$ cat src/rtl/frame_writer_pkg.sv
// frame_writer_pkg: frame geometry and writer state encodings shared with the scan-out reader
package frame_writer_pkg;
  localparam int SCR_W = 160;
  localparam int SCR_H = 120;
  localparam int PIX_COUNT = SCR_W * SCR_H;
  localparam int ADDR_W = 15;
  localparam int COLOUR_W = 3;
  typedef enum logic {IDLE = 1'b0, CLEAR = 1'b1} state_t;
endpackage

$ cat src/rtl/xy_to_addr.sv
// xy_to_addr: row-major pixel address (y*160+x) with range check on the raw 10-bit coordinates
import frame_writer_pkg::*;
module xy_to_addr (
  input  logic [9:0]        x,
  input  logic [9:0]        y,
  output logic [ADDR_W-1:0] addr,
  output logic              in_range
);
  assign addr = ADDR_W'({y, 7'b0}) + ADDR_W'({y, 5'b0}) + ADDR_W'(x);
  assign in_range = (x < 10'(SCR_W)) && (y < 10'(SCR_H));
endmodule

$ cat src/rtl/frame_writer.sv
// frame_writer: drives the frame RAM write port from single-pixel plots and full-screen clears
import frame_writer_pkg::*;
module frame_writer (
  input  logic                clk,
  input  logic                reset,
  input  logic                plot,
  input  logic [9:0]          x,
  input  logic [9:0]          y,
  input  logic [COLOUR_W-1:0] colour,
  input  logic                clear,
  input  logic [COLOUR_W-1:0] clear_colour,
  output logic                ready,
  output logic                done,
  output logic                oob,
  output logic [ADDR_W-1:0]   mem_address,
  output logic [COLOUR_W-1:0] mem_data,
  output logic                mem_wren
);
  state_t state_q, state_d;
  logic [ADDR_W-1:0] cnt_q, cnt_d, addr_q, addr_d, pix_addr;
  logic [COLOUR_W-1:0] data_q, data_d;
  logic wren_q, wren_d, done_q, done_d, oob_q, oob_d, in_range, last;
  xy_to_addr u_xy (.x(x), .y(y), .addr(pix_addr), .in_range(in_range));
  assign ready = (state_q == IDLE);
  assign last = (cnt_q == ADDR_W'(PIX_COUNT - 1));
  // data_q keeps the fill colour for the whole clear since nothing else writes it meanwhile
  always_comb begin
    state_d = state_q;
    cnt_d = cnt_q;
    addr_d = addr_q;
    data_d = data_q;
    wren_d = 1'b0;
    done_d = 1'b0;
    oob_d = 1'b0;
    if (state_q == CLEAR) begin
      state_d = last ? IDLE : CLEAR;
      cnt_d = last ? cnt_q : cnt_q + 1'b1;
      addr_d = last ? addr_q : cnt_q + 1'b1;
      wren_d = !last;
      done_d = last;
    end else if (clear) begin
      state_d = CLEAR;
      cnt_d = '0;
      addr_d = '0;
      data_d = clear_colour;
      wren_d = 1'b1;
    end else if (plot) begin
      addr_d = in_range ? pix_addr : addr_q;
      data_d = in_range ? colour : data_q;
      wren_d = in_range;
      oob_d = !in_range;
    end
  end
  always_ff @(posedge clk) begin
    if (reset) begin
      state_q <= IDLE;
      cnt_q <= '0;
      addr_q <= '0;
      data_q <= '0;
      wren_q <= 1'b0;
      done_q <= 1'b0;
      oob_q <= 1'b0;
    end else begin
      state_q <= state_d;
      cnt_q <= cnt_d;
      addr_q <= addr_d;
      data_q <= data_d;
      wren_q <= wren_d;
      done_q <= done_d;
      oob_q <= oob_d;
    end
  end
  assign mem_address = addr_q;
  assign mem_data = data_q;
  assign mem_wren = wren_q;
  assign done = done_q;
  assign oob = oob_q;
endmodule
$ cat config.mk
export PLATFORM = sky130hd
export DESIGN_NAME = frame_writer
export DESIGN_NICKNAME = d
export VERILOG_FILES = /design/src/rtl/frame_writer_pkg.sv /design/src/rtl/xy_to_addr.sv /design/src/rtl/frame_writer.sv
export SDC_FILE = /design/constraint.sdc
export NUM_CORES = 1
export LEC_CHECK = 0
export CAP_MARGIN = 10
export CORE_ASPECT_RATIO = 0.75
export CORE_UTILIZATION = 50
export DETAILED_ROUTE_END_ITERATION = 12
export GPL_TIMING_DRIVEN = 1
export PLACE_DENSITY = 0.83
export SLEW_MARGIN = 20
export SYNTH_ARGS = -nofsm -noshare
export SYNTH_HDL_FRONTEND = slang
export SYNTH_SLANG_ARGS = --single-unit
$ cat constraint.sdc
create_clock -name clk -period 4.4 [get_ports clk]
set_input_delay 0.44 -clock clk [delete_from_list [all_inputs] [get_ports clk]]
set_output_delay 0.44 -clock clk [all_outputs]
set_load 0.02 [all_outputs]
# After elaboration in Yosys (flattened, before gate mapping)
# Cells that the tools add are included.
# op_classes
addsub	3
magnitude_cmp	2
n_eq_ne	2
mux	16
n_bitwise	2
reduce_logical	13
# op_table
operator	count
$mux W15	7
$add A15 B1 Y15 const B	1
$add A15 B10 Y15	1
$add A15 B15 Y15	1
$eq A15 B15 Y1 const B	1
$lt A10 B7 Y1 const B	1
$lt A10 B8 Y1 const B	1
$mux W3	3
$mux W1	6
$reduce_and A3 Y1	2
$reduce_bool A2 Y1	3
$reduce_bool A3 Y1	2
$reduce_or A4 Y1	1
$logic_not A1 Y1	2
$ne A2 B2 Y1 const B	1
$not A1 Y1	2
$reduce_and A2 Y1	1
$reduce_or A2 Y1	1
$logic_and A1 B1 Y1	1
# totals
register_bits	37
input_bits	30
out_inout_bits	22
wordCells	45

# Longest topological paths before layout
# Gate-level depths: netlist of run 1.
# logic_depth
word_depth	6
ltp_mapped	9
mapped_depth_nobuf	9

# Cells and area by module
# From an unflattened synthesis of run 1, not the netlist that was laid out.
# unflattened
hier_cells	288
hier_area_um2	2494.9
# by_module_without_submodules
module	instances	cells_each	area_per_inst_um2	seq_area_each_um2
frame_writer	1	222	1926.8	740.7
xy_to_addr	1	66	568.0	0.0

# Least setup slack after synthesis of run 1
# OpenSTA, ideal clock, no wires.
# synth_timing
path_type	input port to flip-flop
start	input y[0]
end	register addr_q[14] (netlist: mem_address[14])
setup_ns	0.125
arrival_time_ns	2.345
t_required_ns	4.275
setup_slack_ns	1.930
path_stages	8
path_buffers	0
cell_sequence	inv_1 fa_1 fa_1 nand2b_1 a21oi_1 a221oi_1 nor3b_1 o41a_1
# synth_via
elab_chain_cells	6
elab_cells_between_ends	10
classes_between	2 x add/sub; 1 x order compare; 4 x mux; 3 x reduce/logical
# synth_rtl
item	line_no	source
start: declaration	frame_writer.sv:8	input logic [9:0] y,
$add A15 B15 Y15	xy_to_addr.sv:9	assign addr = ADDR_W'({y, 7'b0}) + ADDR_W'({y, 5'b0}) + ADDR_W'(x);
$add A15 B10 Y15	xy_to_addr.sv:9	
$mux W15	frame_writer.sv:48	addr_d = in_range ? pix_addr : addr_q;
$mux W15	frame_writer.sv:47	end else if (plot) begin
$mux W15	frame_writer.sv:41	end else if (clear) begin
$mux W15	frame_writer.sv:35	if (state_q == CLEAR) begin
end signal: assignment	frame_writer.sv:66	addr_q <= addr_d;
end: declaration	frame_writer.sv:20	logic [ADDR_W-1:0] cnt_q, cnt_d, addr_q, addr_d, pix_addr;
# Parallel ways exist; a longest one is shown, timed or not. The select of a mux whose other input is x is not followed.
# A chain may end at the register's enable or synchronous reset.

# Worst setup path in the final report of run 1
# layout_timing
start	input y[2]
end	register addr_q[14] (netlist: mem_address[14])
# The elaborated chain is that of the path after synthesis.

==> results of run 1 <==
==> state kept, by name (all words and copies together), names as in the netlist <==
register	flops
mem_data	3
cnt_q	15
done	1
mem_wren	1
state_q	1
oob	1
mem_address	15
==> power by group <==
| group | internal (W) | switching [W] |
|---|---|---|
| clock | 0.000110 | 0.000125 |
| sequential | 0.000351 | 0.00000909 |
| combinational | 0.000113 | 0.000132 |
==> cell usage in the layout (no fill, tap or decap), types with 3 or more instances in the layout <==
cell	Yosys	final
clkdlybuf4s50_1	0	51
dfxtp_1	37	37
a21oi_1	35	35
nand2_1	25	25
nor2_1	21	21
ha_1	15	15
inv_1	12	12
o21ai_0	9	9
nor3_1	9	9
o31ai_1	10	9
xor2_1	7	7
nand4_1	6	6
nand3_1	6	6
mux2i_1	6	6
nor4_1	5	5
nand2b_1	5	5
xnor2_1	5	5
clkbuf_8	0	5
a21o_1	4	4
a311oi_1	4	4
fa_1	4	4
buf_4	0	4
a211oi_2	3	3
nor3b_1	3	3
or3_1	3	3
a211oi_1	3	3
==> cell type report <==
type	count	area, µm²	area share [%]
clock buffer	6	72.6	2.42
multi-input combinational	220	1520	50.6
timing repair buffer	55	541	18.0
inverter	13	48.8	1.63
tap	57	71.3	2.38
sequential	37	741	24.7
clock inverter	2	10.0	0.333
==> metrics by stage <==
step / setup slack [ns] / cells / hold WS [ns]
2_1_floorplan: 1.93 / 290 / 0.444
3_3_place_gp: 1.28 / 382 / 0.461
3_5_place_dp: 1.19 / 382 / 0.485
4_1_cts: 1.53 / 390 / 0.497
5_1_grt: 1.33 / 390 / 0.525
6_report: 1.53 / 390 / 0.497
==> path summary, 6_finish.rpt <==
kind                                                      to  cells past startpoint  slack (ns)                    from
worst max-delay path            mem_address[14]$_SDFFE_PP0P_                      9        1.53                    y[2]
worst min-delay path                  cnt_q[13]$_SDFFE_PP0P_                      2        0.50  cnt_q[13]$_SDFFE_PP0P_
worst max register to register   mem_address[3]$_SDFFE_PP0P_                      6        1.63   cnt_q[0]$_SDFFE_PP0P_
worst min register to register        cnt_q[13]$_SDFFE_PP0P_                      2        0.50  cnt_q[13]$_SDFFE_PP0P_
==> routing by layer <==
| metal | global-route usage [%] | up-vias |
|---|---|---|
| li1 | - | 1143 |
| met1 | 38.2 | 1063 |
| met2 | 39.7 | 105 |
| met3 | 9.20 | 5 |
| met4 | 7.52 | 0 |
| met5 | 0 | - |
==> worst register-to-register path, delay by kind of cell (launching register included) <==
kind | cells | cell delay, ns
AO/OA/AOI/OAI | 2 | 0.82
adder cells (fa/ha/maj) | 1 | 0.31
flip-flops | 1 | 0.42
AND/OR/NAND/NOR | 3 | 1.14
==> logic make-up after synthesis <==
logic type,count (synthesis)
flops,37
mux,7
simple gates,99
fa+ha+maj,19
buf+inv,33
xor+xnor,12
compound gates,83
==> qor.csv, run 1 <==
metric,value,unit
worst rel slew slack,27.4,%
Peak Freq,0.348,GHz
top post-synthesis cells by area,"dfxtp_1, ha_1, a21oi_1",
DP Area,2920,µm²
"most used cell, CP",fa_1,
Final Net Count,381,
Yosys cell types,53,
number of vias per cell,5.94,
Met3 Wirelength,604,µm
mux cell area share after synthesis,2.97,%
Setup crit start kind,input pin,
# IOs,52,
Critical Path RT,4.58,ns
Yosys warnings,0,
power per cell area,280,nW/µm²
CP max-delay cell,clkdlybuf4s50_1,
Placement Rows,21,
fin. max-slew vios,0,
Tot Pwr,0.000841,W
highest metal used,met4,
CORE AREA,4520,µm²
CTS resizes,0,
crit-path leading delay family,adder cells,
Final Setup Violations,0,
M1 WL,2980,µm
DPL Wire Length,4520,µm
P&R area growth vs syn,25.2,%
worst vdd ir,0.212,mV
"FF+latch count, synth",37,
GP Congestion,0.921,
max-cap violation count,0,
Commonest cells post-synth,"dfxtp_1, a21oi_1, nand2_1",
final hold violations,0,
Die H,62.0,µm
Max H-tree Level,2,
largest net degree at the start of global routing,31,
Initial Util,53.0,%
register area share after synthesis,30.9,%
clock root cell,clkbuf_8,
compound-gate portion of the synthesized area,23.2,%
post-synth top area cell,dfxtp_1,
global-route wire length before repair,10000,µm
CP bufs+invs,2,
"critical path fanouts, max",3,
RSZ-0062 raised after global routing,no,
"Setup Fix Bufs, Post-CTS",0,
Synth Net Count,339,
crit path kind,input pin to flip-flop,
"Cell Chain, Critical Path","clkdlybuf4s50_1, inv_1, fa_1, fa_1, nand2b_1, a21oi_1, a221oi_1, nor3b_1, o41a_1",
met2 WL,2610,µm
largest family of logic cells by synthesized area,compound AO/OA/AOI/OAI gates,
full die area,5080,µm²
Synth Flop Type,dfxtp_1,
status,"complete, no violations",
n_diodes,0,
design area,3000,µm²
Hold WC Path Type,flip-flop to flip-flop,
setup_tns,0,ns
"Hold-fix buffers, CTS",0,
WL per Instance,16.0,µm
min cycle time layout,2.87,ns
Detail Route Antenna Nets,0,
post-synthesis xor/xnor area fraction,4.38,%
CTS tree,built,
clock-pin slew on the worst setup and hold paths,0.07,ns
Total GRT Usage,27.2,%
max incr delay on CP,0.52,ns
initial DRC count,202,
layout cells sized above 1,5.71,%
synthesized area per cell,8.27,µm²
Clock Latency Late Sink,0.30,ns
Leak Pwr,1.11,nW
CP endpoint kind,flip-flop,
skew final,0.00419,ns
Synth Area in Simple Gates,21.3,%
"Cell Area, Synth",2400,µm²
async set-reset flop share out of synthesis,0,%
drt drc,0,
via count,2316,
Routed WL,6230,µm
vias in the first global route,2046,
total CTS buffers,5,
initial antenna violation count,0,
post-synthesis cell count,290,
Synth top area share,30.9,%
Die W,82.0,µm
Synth Area in Adders,11.2,%
DRT Pass-1 Iters,5,
CTS sink count,37,
Post-synth EDFFs,0,
FILL cells,397,
final core utilization,66.4,%
grt total ovfl,0,
slew of the pin with the lowest slew margin,1.08,ns
Longest Clk Path Bufs,2,
most frequent cell after synthesis,dfxtp_1,
critical path arrival,3.05,ns
buffers added on ports,51,
Tcrit/Tclk final,65.3,%
No activity file was read; power rests on OpenSTA's default activity.
==> inputs of run 2 (changes only) <==
--- a/config.mk
+++ b/config.mk
@@ -7,10 +7,10 @@
 export LEC_CHECK = 0
 export CAP_MARGIN = 10
 export CORE_ASPECT_RATIO = 0.75
-export CORE_UTILIZATION = 50
+export CORE_UTILIZATION = 46
 export DETAILED_ROUTE_END_ITERATION = 12
 export GPL_TIMING_DRIVEN = 1
-export PLACE_DENSITY = 0.83
+export PLACE_DENSITY = 0.8
 export SLEW_MARGIN = 20
 export SYNTH_ARGS = -nofsm -noshare
 export SYNTH_HDL_FRONTEND = slang
==> constraint.sdc (replaced) <==
create_clock -name clk -period 2.3 [get_ports clk]
set_input_delay 0.23 -clock clk [delete_from_list [all_inputs] [get_ports clk]]
set_output_delay 0.23 -clock clk [all_outputs]
set_load 0.02 [all_outputs]
==> qor.csv, run 2 (synthesized netlist as in run 1, its figures left out) <==
metric,value,unit
status,"complete, no violations",
drt drc,0,
NetSw,0.000581,W
Die W,85.4,µm
Hold Crit Start,cnt_q[13]$_SDFFE_PP0P_,
Max H-tree Level,2,
skew final,0.00531,ns
P&R area growth vs syn,40.9,%
Hold WC Path Type,flip-flop to flip-flop,
total CTS buffers,5,
pre-CTS setup slack,-0.574,ns
clock share of power,30.9,%
"critical path fanouts, max",2,
Initial Util,48.4,%
global-route wire length before repair,11300,µm
critical path arrival,2.42,ns
sequential share of power,36.5,%
CP endpoint kind,flip-flop,
min cycle time layout,2.22,ns
DP Area,3160,µm²
Total GRT Usage,26.4,%
WL per Instance,16.6,µm
Final Net Count,413,
Detail Route Antenna Nets,0,
setup_tns,0,ns
Tcrit/Tclk final,96.3,%
RSZ-0062 raised after global routing,no,
layout cells sized above 1,17.8,%
# IOs,52,
final worst slack,0.0843,ns
CP startpoint,y[0],
Final Setup Violations,0,
most frequent cells in the layout,"clkdlybuf4s50_1, dfxtp_1, buf_4",
fin. max-slew vios,0,
"most common cell after layout, fill and taps aside",clkdlybuf4s50_1,
final core utilization,68.2,%
"Hold-fix buffers, CTS",0,
n_diodes,0,
FF-to-FF Start,cnt_q[1]$_SDFFE_PP0P_,
Clock Latency Late Sink,0.30,ns
buffers added on ports,51,
design area,3380,µm²
largest net degree at the start of global routing,30,
final hold violations,0,
full die area,5510,µm²
worst vdd ir,0.338,mV
vias in the first global route,2337,
max-cap violation count,0,
Comb pwr share,32.6,%
Peak Freq,0.451,GHz
DRT Pass-1 Iters,4,
clock-pin slew on the worst setup and hold paths,0.08,ns
crit path kind,input pin to flip-flop,
CTS sink count,37,
Net Sw Frac,30.8,%
Placement Rows,22,
number of vias per cell,5.84,
Leak Pwr,1.33,nW
GP Congestion,0.897,
CTS tree,built,
initial antenna violation count,0,
Tot Pwr,0.00189,W
Routed WL,7050,µm
Setup crit start kind,input pin,
worst rel slew slack,69.3,%
Longest Clk Path Bufs,2,
via count,2483,
Die H,64.5,µm
power per cell area,559,nW/µm²
DPL Wire Length,4990,µm
initial DRC count,177,
CORE AREA,4950,µm²
slew of the pin with the lowest slew margin,0.455,ns
clock root cell,clkbuf_8,
grt total ovfl,0,
Internal Power,0.00131,W
Critical Path RT,2.50,ns
==> run 2: cell types whose count changed in the layout (fill, tap and decap cells not counted), sizes merged <==
cell / delta
clkdlybuf4s50: -8
dlymetal6s2s: +3
buf: +32
bufinv: +1
dlygate4sd2: +5
clkinv: -1
==> run 2: worst max-delay path: stages <==
cell and delay (ns):
dlygate4sd2_1 0.21, inv_1 0.06, fa_1 0.57, inv_1 0.05, ha_1 0.30, a21oi_2 0.20
o2111ai_2 0.18, o31ai_2 0.23, mux2i_1 0.10, a311oi_1 0.29
==> run 2: path summary, 6_finish.rpt <==
kind,endpoint,slack [ns],cells after the start
worst max register to register,mem_address[13]$_SDFFE_PP0P_,0.16,7
worst max-delay path,mem_address[13]$_SDFFE_PP0P_,0.08,10
worst min register to register,cnt_q[13]$_SDFFE_PP0P_,0.50,2
worst min-delay path,cnt_q[13]$_SDFFE_PP0P_,0.50,2
==> run 2: cell type report <==
cell class                 instances  area [µm²]
sequential                        37         741
tap                               60        75.1
clock inverter                     2        38.8
clock buffer                       6        72.6
multi-input combinational        220        1610
timing repair buffer              87         795
inverter                          13        48.8
fill                             417        1580
==> run 2: power by group through the flow <==
stage	logic, W	registers, W	clock network (W)
final	0.000616	0.000690	0.000583
after global routing	0.000663	0.000693	0.000615
after CTS	0.000572	0.000689	0.000582
after detailed placement	0.000545	0.000704	0
after global placement	0.000531	0.000703	0
after floorplan	0.000248	0.000739	0
==> run 2: metal layers <==
metal | vias to the layer above | part of all wire, % | global-route usage [%]
li1 | 1206 | - | -
met1 | 1169 | 46 | 36.8
met2 | 100 | 44 | 40.8
met3 | 8 | 7.8 | 5.73
met4 | 0 | 1.3 | 8.54
met5 | - | 0 | 0
==> run 2: through the flow <==
step                      hold slack [ns]  instances
after global routing                0.508        425
after floorplan                     0.402        290
after detailed placement            0.474        416
after global placement              0.459        416
final                               0.505        425
after CTS                           0.487        424
==> run 2: timing repair <==
action | CTS | global route
gates resized for setup | 14 | 13
pin swaps | 11 | 8
buffers inserted | 0 | 1
cloned | 0 | 0
endpoints found under the setup margin | 7 | 6
